<file path="config.mk">
export PLATFORM = sky130hd
export DESIGN_NAME = stopwatch_ctrl
export DESIGN_NICKNAME = d
export VERILOG_FILES = /design/src/rtl/stopwatch_ctrl_pkg.sv /design/src/rtl/stopwatch_ctrl_debounce.sv /design/src/rtl/stopwatch_ctrl.sv
export SDC_FILE = /design/constraint.sdc
export NUM_CORES = 1
export LEC_CHECK = 0
export ABC_AREA = 1
export CAP_MARGIN = 20
export CORE_MARGIN = 5
export CORE_UTILIZATION = 54
export CTS_CLUSTER_DIAMETER = 80
export DETAILED_ROUTE_END_ITERATION = 6
export GPL_TIMING_DRIVEN = 0
export HOLD_SLACK_MARGIN = 0.06
export PLACE_DENSITY = 0.85
export SLEW_MARGIN = 20
export SYNTH_ARGS = -nofsm -noshare
export SYNTH_HDL_FRONTEND = slang
export SYNTH_SLANG_ARGS = --single-unit
</file>
<file path="constraint.sdc">
create_clock -name CLK -period 1.9 [get_ports CLK]
set_clock_uncertainty 0.2 [all_clocks]
set_input_delay 0.19 -clock CLK [delete_from_list [all_inputs] [get_ports CLK]]
set_output_delay 0.19 -clock CLK [all_outputs]
set_load 0.01 [all_outputs]
</file>
<file path="src/rtl/stopwatch_ctrl_pkg.sv">
// Shared encodings and helpers for the stopwatch sequencer.
// The BCD incrementer advances an SS.hh count packed as {s1, s0, h1, h0}.
package stopwatch_ctrl_pkg;

  typedef enum logic [1:0] {
    IDLE = 2'd0,
    RUN  = 2'd1,
    LAP  = 2'd2,
    STOP = 2'd3
  } sw_state_t;

  localparam int BTN_START = 0;
  localparam int BTN_LAP   = 1;
  localparam int BTN_CLR   = 2;

  localparam logic [3:0] DISP_EN = 4'hF;
  localparam logic [3:0] DISP_DP = 4'h4;

  // Full carry chain h0 -> h1 -> s0 -> s1 in one step; 99.99 wraps to 00.00.
  function automatic logic [15:0] bcd_inc(input logic [15:0] c);
    logic [15:0] r;
    r = c;
    if (c[3:0] != 4'd9) begin
      r[3:0] = c[3:0] + 4'd1;
    end else begin
      r[3:0] = 4'd0;
      if (c[7:4] != 4'd9) begin
        r[7:4] = c[7:4] + 4'd1;
      end else begin
        r[7:4] = 4'd0;
        if (c[11:8] != 4'd9) begin
          r[11:8] = c[11:8] + 4'd1;
        end else begin
          r[11:8]  = 4'd0;
          r[15:12] = (c[15:12] != 4'd9) ? (c[15:12] + 4'd1) : 4'd0;
        end
      end
    end
    return r;
  endfunction

endpackage

</file>
<file path="src/rtl/stopwatch_ctrl_debounce.sv">
// Single-button conditioner: 2-FF synchronizer, stability counter and a
// one-cycle pulse on each accepted rising level.
module sw_debounce #(
  parameter int DEB_CYCLES = 500000,
  parameter int DEB_W      = 20
) (
  input  logic i_clk,
  input  logic i_rst,
  input  logic i_btn,
  output logic o_press
);

  logic             r_sync1;
  logic             r_sync2;
  logic             r_level;
  logic             r_press;
  logic [DEB_W-1:0] r_cnt;

  always_ff @(posedge i_clk) begin
    if (i_rst) begin
      r_sync1 <= 1'b0;
      r_sync2 <= 1'b0;
      r_level <= 1'b0;
      r_press <= 1'b0;
      r_cnt   <= '0;
    end else begin
      r_sync1 <= i_btn;
      r_sync2 <= r_sync1;
      r_press <= 1'b0;
      // Any cycle that agrees with the accepted level restarts the stability window.
      if (r_sync2 == r_level) begin
        r_cnt <= '0;
      end else if (r_cnt == DEB_W'(DEB_CYCLES - 1)) begin
        r_level <= r_sync2;
        r_cnt   <= '0;
        r_press <= r_sync2;
      end else begin
        r_cnt <= r_cnt + 1'b1;
      end
    end
  end

  assign o_press = r_press;

endmodule

</file>
<file path="src/rtl/stopwatch_ctrl.sv">
// Stopwatch sequencer: debounced buttons drive an IDLE/RUN/LAP/STOP machine
// that counts SS.hh in BCD and produces the 24-bit LED display word.
module stopwatch_ctrl
  import stopwatch_ctrl_pkg::*;
#(
  parameter int TICK_DIV   = 500000,
  parameter int DEB_CYCLES = 500000,
  parameter int DEB_W      = 20
) (
  input  logic        CLK,
  input  logic        RST,
  input  logic [2:0]  BTN,
  output logic [23:0] DISP,
  output logic        RUNNING,
  output logic        LAP_HOLD
);

  localparam int              PRE_W   = (TICK_DIV > 1) ? $clog2(TICK_DIV) : 1;
  localparam logic [PRE_W-1:0] PRE_MAX = PRE_W'(TICK_DIV - 1);

  sw_state_t         r_state;
  logic [15:0]       r_cnt;
  logic [15:0]       r_hold;
  logic [PRE_W-1:0]  r_presc;
  logic [23:0]       r_disp;
  logic              r_running;
  logic              r_lap_hold;

  logic [2:0]        w_press;
  logic              w_counting;
  logic              w_tick;
  logic [15:0]       w_cnt_inc;

  sw_debounce #(.DEB_CYCLES(DEB_CYCLES), .DEB_W(DEB_W)) u_deb_start (
    .i_clk   (CLK),
    .i_rst   (RST),
    .i_btn   (BTN[BTN_START]),
    .o_press (w_press[BTN_START])
  );

  sw_debounce #(.DEB_CYCLES(DEB_CYCLES), .DEB_W(DEB_W)) u_deb_lap (
    .i_clk   (CLK),
    .i_rst   (RST),
    .i_btn   (BTN[BTN_LAP]),
    .o_press (w_press[BTN_LAP])
  );

  sw_debounce #(.DEB_CYCLES(DEB_CYCLES), .DEB_W(DEB_W)) u_deb_clr (
    .i_clk   (CLK),
    .i_rst   (RST),
    .i_btn   (BTN[BTN_CLR]),
    .o_press (w_press[BTN_CLR])
  );

  assign w_counting = (r_state == RUN) || (r_state == LAP);
  assign w_tick     = w_counting && (r_presc == PRE_MAX);
  assign w_cnt_inc  = bcd_inc(r_cnt);

  // Later assignments in this block override earlier ones: clear beats the
  // tick increment, while a RUN->STOP or LAP capture leaves the tick in place.
  always_ff @(posedge CLK) begin
    if (RST) begin
      r_state    <= IDLE;
      r_cnt      <= '0;
      r_hold     <= '0;
      r_presc    <= '0;
      r_disp     <= {DISP_EN, DISP_DP, 16'h0000};
      r_running  <= 1'b0;
      r_lap_hold <= 1'b0;
    end else begin
      if (w_counting) begin
        r_presc <= w_tick ? '0 : (r_presc + 1'b1);
      end
      if (w_tick) begin
        r_cnt <= w_cnt_inc;
      end

      if (w_press[BTN_CLR]) begin
        r_state <= IDLE;
        r_cnt   <= '0;
        r_hold  <= '0;
        r_presc <= '0;
      end else if (w_press[BTN_START]) begin
        case (r_state)
          IDLE: begin
            r_state <= RUN;
            r_presc <= '0;
          end
          RUN:     r_state <= STOP;
          LAP:     r_state <= STOP;
          STOP:    r_state <= RUN;
          default: r_state <= IDLE;
        endcase
      end else if (w_press[BTN_LAP]) begin
        case (r_state)
          RUN: begin
            r_state <= LAP;
            r_hold  <= r_cnt;
          end
          LAP:  r_state <= RUN;
          STOP: begin
            r_state <= IDLE;
            r_cnt   <= '0;
          end
          default: ;
        endcase
      end

      // Outputs follow the previous cycle's state and count.
      r_disp     <= {DISP_EN, DISP_DP, (r_state == LAP) ? r_hold : r_cnt};
      r_running  <= w_counting;
      r_lap_hold <= (r_state == LAP);
    end
  end

  assign DISP     = r_disp;
  assign RUNNING  = r_running;
  assign LAP_HOLD = r_lap_hold;

endmodule

</file>
==> results.sh <==
export IMPL_die_width_um=120
export IMPL_clkSlewWorstSetupHoldPaths_ns=0.06
export IMPL_worstSetupPathType="reg -> reg"
export IMPL_vias_per_cell=5.26
export IMPL_routedWlPerCell_um=13.1
export IMPL_post_route_cells_drive_above_1_share=0.158
export IMPL_gp_congestion=0.871
export IMPL_cts_root_buf="clkbuf_16"
export IMPL_coreArea_mm2=0.0120
export IMPL_drt_total_wl_um=14500
export IMPL_synth_top_cell_area_share=0.435
export IMPL_hold_viol=0
export IMPL_grt_pass1_vias=5650
export IMPL_crit_slowest_cell="dfxtp_2"
export IMPL_grt_util_all_layers=0.202
export IMPL_syn_inst=892
export IMPL_drv_cap=0
export IMPL_setup_tns_final_ns=-0.0152
export IMPL_ys_flop_type="dfxtp_1"
export IMPL_ioPinCount=31
export IMPL_syn_area_mm2=0.00658
export IMPL_yosys_warnings=0
export IMPL_total_power_mw=6.39
export IMPL_num_rows=40
export IMPL_fin_ws_ns=-0.0116
export IMPL_die_height_um=120
export IMPL_max_slew_worst_pin_slew_ns=0.578
export IMPL_slowest_delay_ns=0.35
export IMPL_outcome="finished, violations left"
export IMPL_remaining_drc_errors=1
export IMPL_yosysSeqAreaShare=0.435
export IMPL_drtIter0Drc=476
export IMPL_synth_cell_type_count=41
export IMPL_slew_violations=0
export IMPL_clock_path_buffers=2
export IMPL_ys_ff_latch=143
export IMPL_synthToLayoutAreaGrowth_pct=20.2
export IMPL_grt_antenna_before_repair=0
export IMPL_syn_area_per_cell_um2=7.38
export IMPL_htree_num_levels=4
export IMPL_finalSetupViolations=2
export IMPL_ant_nets=0
export IMPL_finalCritPeriodShare=1.01
export IMPL_arrival_ns=2.02
export IMPL_cellPowerDensity_mw_per_mm2=808
export IMPL_clk_latency_ns=0.42
export IMPL_dpl_hpwl_um=9240
export IMPL_clock_sinks=143
export IMPL_cp_data_required_time_ns=2.01
export IMPL_placed_area_mm2=0.00700
export IMPL_vias=5848
export IMPL_crit_top_cell="nand2_2"
export IMPL_p_leak_nw=2.96
export IMPL_grt_max_degree=17
export IMPL_cts_buffers=17
export IMPL_async_flop_share=0
export IMPL_nNetsFinal=965
export IMPL_fmax_mhz=523
export IMPL_initial_utilization=0.550
export IMPL_fin_crit_ns=1.91
export IMPL_numPortBuffers=21
export IMPL_synth_area_leader_cell="dfxtp_1"
export IMPL_rsz0062_at_grt="yes"
export IMPL_ir_worst_vdd_mv=0.685
export IMPL_cts_tree="built"
export IMPL_n_antenna_cell=0
export IMPL_synth_edf_count=0
export IMPL_grt_ovfl_total=0
export IMPL_dieArea_mm2=0.0145
export IMPL_first_pass_iters=7
export IMPL_min_path_type="in -> reg"
export IMPL_path_max_fanout=6
export IMPL_startpoint_type="flip-flop"
export IMPL_path_cells="inv_2, ha_4, nand2_2, nor2_2, nand2_2, nor2_4, buf_6, nand2_4, nand2_2, o21ai_1, o21ai_1, inv_1"
export IMPL_violations="design-rule violations, negative setup slack"
export IMPL_yosys_top_cells_area="dfxtp_1 (43%), nand2_1 (8.3%), nor2_1 (7.7%)"
export IMPL_hold_ws_ns=0.0796
export IMPL_fin_area_mm2=0.00791
export IMPL_fillers=943
export IMPL_max_slew_margin=0.615
export IMPL_grt_pass1_wl_um=24400
export IMPL_endpoint_kind="flip-flop"
-- synth_stat cells (2+ instances only) --
master	instances
a211oi_1	2
a21oi_1	64
buf_2	4
buf_4	13
buf_6	2
clkbuf_1	6
clkinv_1	3
conb_1	2
dfxtp_1	143
ha_1	8
inv_1	107
inv_2	7
nand2_1	145
nand2_2	8
nand3_1	56
nand3_2	3
nand4_1	21
nor2_1	135
nor2_2	5
nor2_4	6
nor3_1	24
nor3_2	10
nor3_4	2
nor3b_1	3
nor4_1	4
o21ai_0	48
o21ai_1	3
or2_0	5
or2_1	2
or2_2	4
or3_1	2
xnor2_1	9
xor2_1	28
-- logic make-up (layout without fill, tap and decap cells) --
family,after synthesis,after routing,share of synthesized area
simple gates,438,438,0.313
buf+inv,142,209,0.0914
compound gates,122,122,0.0952
flops,143,143,0.435
xor+xnor,37,37,0.0492
other cells,2,8,0.00114
fa+ha+maj,8,8,0.0152
-- area by class of cell --
cell class                 instances  area, µm²  area share
timing repair buffer              36        344      0.0435
tap                              147        184      0.0232
sequential                       143       2870       0.362
clock buffer                      20        447      0.0565
clock inverter                    12        134      0.0169
multi-input combinational        613       3310       0.419
buffer                            24        176      0.0223
inverter                         117        445      0.0563
-- through the flow --
step,worst slack (ns),instances,utilization
3_3_place_gp,-0.212,1066,0.585
4_1_cts,-0.0315,1110,0.647
2_1_floorplan,0.0196,898,-
6_report,-0.0116,1112,0.661
3_5_place_dp,-0.228,1066,0.585
5_1_grt,-0.129,1112,0.661
-- critical path, delay by kind of cell, from the launching register on --
family          cells  cell delay [ns]
flops               1             0.35
buf+inv             3             0.26
compound gates      2             0.20
fa+ha+maj           1             0.31
simple gates        6             0.47
-- state kept, by name, indices dropped and copies added, names as in the netlist, 2 cells and up --
signal	count
DISP	16
r_cnt	16
r_hold	16
r_presc	19
r_state	2
u_deb_clr.r_cnt	20
u_deb_lap.r_cnt	20
u_deb_start.r_cnt	20
-- path summary, 6_finish.rpt --
| path | from | end | slack (ns) | cells past startpoint |
|---|---|---|---|---|
| min | BTN[1] | u_deb_lap.r_sync1$_SDFF_PP0_ | 0.08 | 3 |
| min reg2reg | u_deb_clr.r_sync1$_SDFF_PP0_ | u_deb_clr.r_sync2$_SDFF_PP0_ | 0.21 | 2 |
| max | r_state[0]$_SDFFE_PP0P_ | r_cnt[7]$_SDFF_PP0_ | -0.01 | 12 |
| max reg2reg | r_state[0]$_SDFFE_PP0P_ | r_cnt[7]$_SDFF_PP0_ | -0.01 | 12 |
-- layer usage --
| layer | track usage | up-vias | routed length [µm] |
|---|---|---|---|
| li1 | - | 2972 | - |
| met1 | 0.237 | 2687 | 6210 |
| met2 | 0.356 | 159 | 7330 |
| met3 | 0.0482 | 30 | 733 |
| met4 | 0.0800 | 0 | 255 |
| met5 | 0 | - | 0 |
-- power breakdown --
part	switching (mW)	internal, mW
Combinational	0.0786	0.0548
Clock	1.27	1.97
Sequential	0.00551	3.01
-- repair_timing --
item | CTS | global route
hold endpoints to repair | 21 | 0
hold buffers | 1 | 0
setup buffers | 10 | 2
gates resized for setup | 23 | 41
setup endpoints to repair | 84 | 98
pin swaps | 11 | 19
cloned | 1 | 1
-- placed cells by master, fill, tap and decap left out, types with 3 or more instances in the layout --
cell type	count
clkbuf_1	6
clkinv_2	5
nor2_4	8
inv_2	9
buf_4	23
a21oi_1	64
dfxtp_1	139
nor3b_1	3
or2_2	4
nand2_1	141
ha_1	4
nor4_1	4
nor3_1	21
nand4_1	21
clkinvlp_4	3
nand2_2	10
nand3_1	52
xnor2_1	9
xor2_1	28
clkbuf_16	18
clkinv_4	3
o21ai_0	46
or2_0	5
nor2_1	120
nor2_2	18
dfxtp_2	4
o21ai_1	4
buf_6	4
clkdlybuf4s50_1	21
nor3_2	10
nand3_2	6
conb_1	8
nor3_4	5
inv_1	104
Note: power is estimated with default switching activity, not from simulation.
